### src/rtl/arbitro_enrutamiento_n_pkg.sv
// Shared helpers for the VC-to-destination arbiter/router.
// Round-robin arbitration is selected with the ARB_ROUND_ROBIN_EN macro (fixed priority otherwise).
package arbitro_enrutamiento_n_pkg;

    // ceil(log2(n)), never below 1 so single-bit fields stay legal
    function automatic int clog2_min1(input int n);
        int r;
        r = 0;
        while ((1 << r) < n) r++;
        if (r == 0) r = 1;
        return r;
    endfunction

endpackage

### src/rtl/arbitro_enrutamiento_n_rr_sel.sv
// Rotating first-one selector: scans req starting at start, wrapping modulo N.
// Returns a one-hot grant, its index, and whether anything was granted.
module arbitro_rr_sel #(
    parameter int N     = 4,
    parameter int PTR_W = 2
) (
    input  logic [N-1:0]     req,
    input  logic [PTR_W-1:0] start,
    output logic [N-1:0]     gnt,
    output logic [PTR_W-1:0] idx,
    output logic             any
);

    logic [PTR_W-1:0] pos;

    always_comb begin
        gnt = '0;
        idx = '0;
        any = 1'b0;
        pos = '0;
        for (int k = 0; k < N; k++) begin
            pos = PTR_W'((int'(start) + k) % N);
            if (!any && req[pos]) begin
                any      = 1'b1;
                gnt[pos] = 1'b1;
                idx      = pos;
            end
        end
    end

endmodule

### src/rtl/arbitro_enrutamiento_n.sv
// NUM_VC virtual-channel heads routed to NUM_DEST destination FIFOs, one arbiter per destination.
// Build option: ARB_ROUND_ROBIN_EN enables per-destination round-robin pointers.
module arbitro_enrutamiento_n
    import arbitro_enrutamiento_n_pkg::*;
#(
    parameter int DATA_W   = 6,
    parameter int NUM_VC   = 4,
    parameter int NUM_DEST = 2,
    parameter int DEST_LSB = 4
) (
    input  logic                       clk,
    input  logic                       reset_L,
    input  logic [NUM_VC*DATA_W-1:0]   vc_data,
    input  logic [NUM_VC-1:0]          vc_empty,
    output logic [NUM_VC-1:0]          vc_pop,
    input  logic [NUM_DEST-1:0]        dest_pause,
    output logic [NUM_DEST*DATA_W-1:0] d_out,
    output logic [NUM_DEST-1:0]        d_push,
    output logic                       err_dest
);

    localparam int DEST_W = clog2_min1(NUM_DEST);
    localparam int PTR_W  = clog2_min1(NUM_VC);

    logic [NUM_VC-1:0][DATA_W-1:0]   vc_word;
    logic [NUM_VC-1:0][DEST_W-1:0]   vc_dest;
    logic [NUM_VC-1:0]               vc_vld;
    logic [NUM_VC-1:0]               vc_oor;
    logic [NUM_DEST-1:0][NUM_VC-1:0] req;
    logic [NUM_DEST-1:0][NUM_VC-1:0] gnt;
    logic [NUM_DEST-1:0][PTR_W-1:0]  gnt_idx;
    logic [NUM_DEST-1:0][PTR_W-1:0]  start_ptr;
    logic [NUM_DEST-1:0]             gnt_any;
    logic [NUM_DEST-1:0][DATA_W-1:0] d_word_q;
    logic [NUM_DEST:0][NUM_VC-1:0]   pop_acc;

    assign vc_word = vc_data;
    assign d_out   = d_word_q;

    for (genvar i = 0; i < NUM_VC; i++) begin : g_vc
        assign vc_vld[i]  = !vc_empty[i];
        assign vc_dest[i] = vc_word[i][DEST_LSB +: DEST_W];
        // Only reachable when the destination field can encode values past NUM_DEST-1
        if ((1 << DEST_W) > NUM_DEST) begin : g_oor
            assign vc_oor[i] = vc_dest[i] >= DEST_W'(NUM_DEST);
        end else begin : g_no_oor
            assign vc_oor[i] = 1'b0;
        end
    end

    // Out-of-range heads drain unconditionally; they never compete for a destination
    assign pop_acc[0] = vc_vld & vc_oor;

    for (genvar d = 0; d < NUM_DEST; d++) begin : g_dest
        for (genvar i = 0; i < NUM_VC; i++) begin : g_req
            assign req[d][i] = vc_vld[i] && !vc_oor[i] && (vc_dest[i] == DEST_W'(d)) && !dest_pause[d];
        end

        arbitro_rr_sel #(.N(NUM_VC), .PTR_W(PTR_W)) u_sel (
            .req   (req[d]),
            .start (start_ptr[d]),
            .gnt   (gnt[d]),
            .idx   (gnt_idx[d]),
            .any   (gnt_any[d])
        );

        assign pop_acc[d+1] = pop_acc[d] | gnt[d];

        always_ff @(posedge clk or negedge reset_L) begin
            if (!reset_L) begin
                d_push[d]   <= 1'b0;
                d_word_q[d] <= '0;
            end else begin
                d_push[d] <= gnt_any[d];
                if (gnt_any[d]) d_word_q[d] <= vc_word[gnt_idx[d]];
            end
        end
    end

    assign vc_pop = reset_L ? pop_acc[NUM_DEST] : '0;

    always_ff @(posedge clk or negedge reset_L) begin
        if (!reset_L) err_dest <= 1'b0;
        else          err_dest <= err_dest | (|(vc_vld & vc_oor));
    end

`ifdef ARB_ROUND_ROBIN_EN
    logic [NUM_DEST-1:0][PTR_W-1:0] rr_ptr;

    // Pointer moves only on an actual grant, so a paused destination keeps its place
    for (genvar d = 0; d < NUM_DEST; d++) begin : g_rr
        always_ff @(posedge clk or negedge reset_L) begin
            if (!reset_L) begin
                rr_ptr[d] <= '0;
            end else if (gnt_any[d]) begin
                rr_ptr[d] <= (gnt_idx[d] == PTR_W'(NUM_VC - 1)) ? '0 : gnt_idx[d] + PTR_W'(1);
            end
        end
    end

    assign start_ptr = rr_ptr;
`else
    assign start_ptr = '0;
`endif

endmodule

### config.mk
export PLATFORM = sky130hd
export DESIGN_NAME = arbitro_enrutamiento_n
export DESIGN_NICKNAME = d
export VERILOG_FILES = /design/src/rtl/arbitro_enrutamiento_n_pkg.sv /design/src/rtl/arbitro_enrutamiento_n_rr_sel.sv /design/src/rtl/arbitro_enrutamiento_n.sv
export SDC_FILE = /design/constraint.sdc
export NUM_CORES = 1
export LEC_CHECK = 0
export ABC_AREA = 0
export BUFFER_PORTS_ARGS = -buffer_cell sky130_fd_sc_hd__buf_2
export CORE_MARGIN = 10
export CORE_UTILIZATION = 49
export DETAILED_ROUTE_END_ITERATION = 10
export GPL_ROUTABILITY_DRIVEN = 0
export PLACE_DENSITY = 0.89
export SLEW_MARGIN = 0
export SYNTH_ARGS = -nofsm -noshare
export SYNTH_HDL_FRONTEND = slang
export SYNTH_SLANG_ARGS = --single-unit
export TNS_END_PERCENT = 10
### constraint.sdc
create_clock -name clk -period 3.56 [get_ports clk]
set_clock_uncertainty 0.2 [all_clocks]
set_input_delay 0.712 -clock clk [delete_from_list [all_inputs] [get_ports clk]]
set_output_delay 0.712 -clock clk [all_outputs]
set_load 0.005 [all_outputs]
==> results.tsv <==
metric	value	unit
endpoint_kind	primary output	
drive_above_1_share	35.7	%
fin_nets	204	
yosysUniqueCellTypes	36	
holdBufCountCts	0	
netlist.area_leader.share	32.8	%
syn_area_per_cell	8.68	um^2
track_usage	14.9	%
seq_area_frac_synth	32.8	%
synth_area_leader_cell	dfrtp_1	
maxCapViolCount	0	
r2r_cells	2	
cts.clk_slew.worst_paths	90	ps
routedWlPerCell	17.2	um
clock-sinks	14	
syn-num-nets	155	
synthArstFlopShare	100	%
synthTopCellsByArea	dfrtp_1 (33%), and3_1 (6.4%), a221o_1 (4.7%), nand2_1 (4.6%), a211o_1 (4.1%)	
synthTopCellsByCount	dfrtp_1 (14), nand2_1 (13), and3_1 (11)	
antenna_found_initial	0	
worstReg2RegStart	d_out[0]	
ios	51	
synthFlopType	dfrtp_1	
wirelength	3410	um
fill_cells	186	
overflow	0	
startpoint_type	primary input	
vias	1194	
area_delta_synth_final	25.3	%
slew_viol_final	0	
root_buffer	clkbuf_4	
io_buffers	49	
core	2020	um^2
worst-path-max-fanout	6	
die_x	66.7	um
syn_area	1070	um^2
via_per_inst	6.03	
clockBufferDepth	2	
rrSetupSlack	2490	ps
dieArea	4440	um^2
slew-limit-headroom	61.5	%
p_per_area	329	nW/um^2
hold_viol	0	
grt_pass1_wl	5390	um
critical_path_class	in -> out	
outcome	complete, no violations	
crit_required	2650	ps
multi_input_area	668	um^2
cts_buffers	3	
setup_viol	0	
h-tree-depth	1	
period_share	79.4	%
cp_data_arrival_time	1910	ps
peakVddDrop	0.000202	V
rsz0062_at_grt	false	
postCtsSetupRepairBufs	0	
place_inst	194	
antenna-diode-count	0	
ys.warnings.count	0	
initialDrtViolationCount	54	
cts_tree	done	
die_height	66.7	um
post-route-min-period	2830	ps
synth_seq_cells	14	
drtAntennaViolNets	0	
synth_cells	123	
grt_pass1_vias	1184	
synth_edf_count	0	
holdCritPathClass	in -> async	
core.rowCount	16	
fin_tns_setup	0	ps
drc_errors	0	
seq_area	350	um^2
fmax	0.354	GHz
cts_resized	0	
drt_first_pass_iters	4	
synth.most_common_cell	dfrtp_1	
grt_max_degree	19	
start_util	52.8	%
fin_cells	198	
hpwl	2750	um
timing.rr.end	d_out[0]	
worstMarginPinSlew	576	ps
clk_latency	290	ps
p_leak	0.673	nW
-- worst max-delay path, stage by stage --
cell     delay (ps)
buf_2           120
o22ai_1         190
nor4b_2         570
o21a_1          210
buf_2           110
-- metal layers --
metal | share of wire (%) | GRT usage, % | wire [um] | up-vias
met3 | 9.2 | 3.85 | 313 | 8
met1 | 45 | 19.0 | 1540 | 533
met5 | 0 | 0 | 0 | -
li1 | - | - | - | 571
met4 | 2.3 | 7.85 | 80 | 0
met2 | 43 | 22.4 | 1480 | 82
-- final cells by class --
| class | instances | area share, % |
|---|---|---|
| Clock buffer | 4 | 2.71 |
| Inverter | 1 | 0.281 |
| Multi-Input combinational cell | 103 | 50.0 |
| Sequential cell | 14 | 26.2 |
| Tap cell | 27 | 2.53 |
| Timing Repair Buffer | 49 | 18.3 |
-- cells by family (layout without fill, tap and decap cells) --
group / after synthesis / after routing / share of synthesized area, %
flip-flops: 14 / 14 / 32.8
buffers and inverters: 6 / 54 / 4.57
AO/OA/AOI/OAI: 38 / 38 / 26.5
AND/OR/NAND/NOR: 63 / 63 / 34.7
other: 1 / 1 / 0.351
multiplexers: 1 / 1 / 1.06
-- power by group --
group          internal, mW  switching (mW)
logic                0.0614          0.0706
clock network        0.0623          0.0557
registers             0.180         0.00991
total                 0.303           0.136
-- metrics by stage --
step	instance area [um^2]	hold WS (ps)	utilization [%]	worst slack, ps	total power, mW
floorplan	1070	216	-	1160	0.261
global placement	1300	263	64.4	819	0.320
detailed placement	1300	271	64.4	758	0.325
CTS	1340	138	66.2	756	0.439
global route	1340	151	66.2	611	0.463
finish	1340	125	66.2	735	0.440
-- state kept, by name, summed over array words and instances, names as in the netlist --
name    flops
d_push      2
d_out      12
-- placed cells by master (no fill, tap or decap), types with 6 or more instances in the layout --
cell,n
nand2_1,13
buf_2,49
nand2b_1,6
dfrtp_1,14
and3_1,11
a21oi_1,8
-- worst max-delay path by stage --
| stage | from | end | cells past startpoint |
|---|---|---|---|
| 2_1_floorplan | vc_data[4] | vc_pop[3] | 3 |
| 3_3_place_gp | vc_data[4] | vc_pop[3] | 5 |
| 3_5_place_dp | vc_data[4] | vc_pop[3] | 5 |
| 4_1_cts | vc_data[4] | vc_pop[3] | 5 |
| 5_1_grt | vc_data[4] | vc_pop[3] | 5 |
| 6_report | vc_data[4] | vc_pop[3] | 5 |
Note: power is estimated with default switching activity, not from simulation.
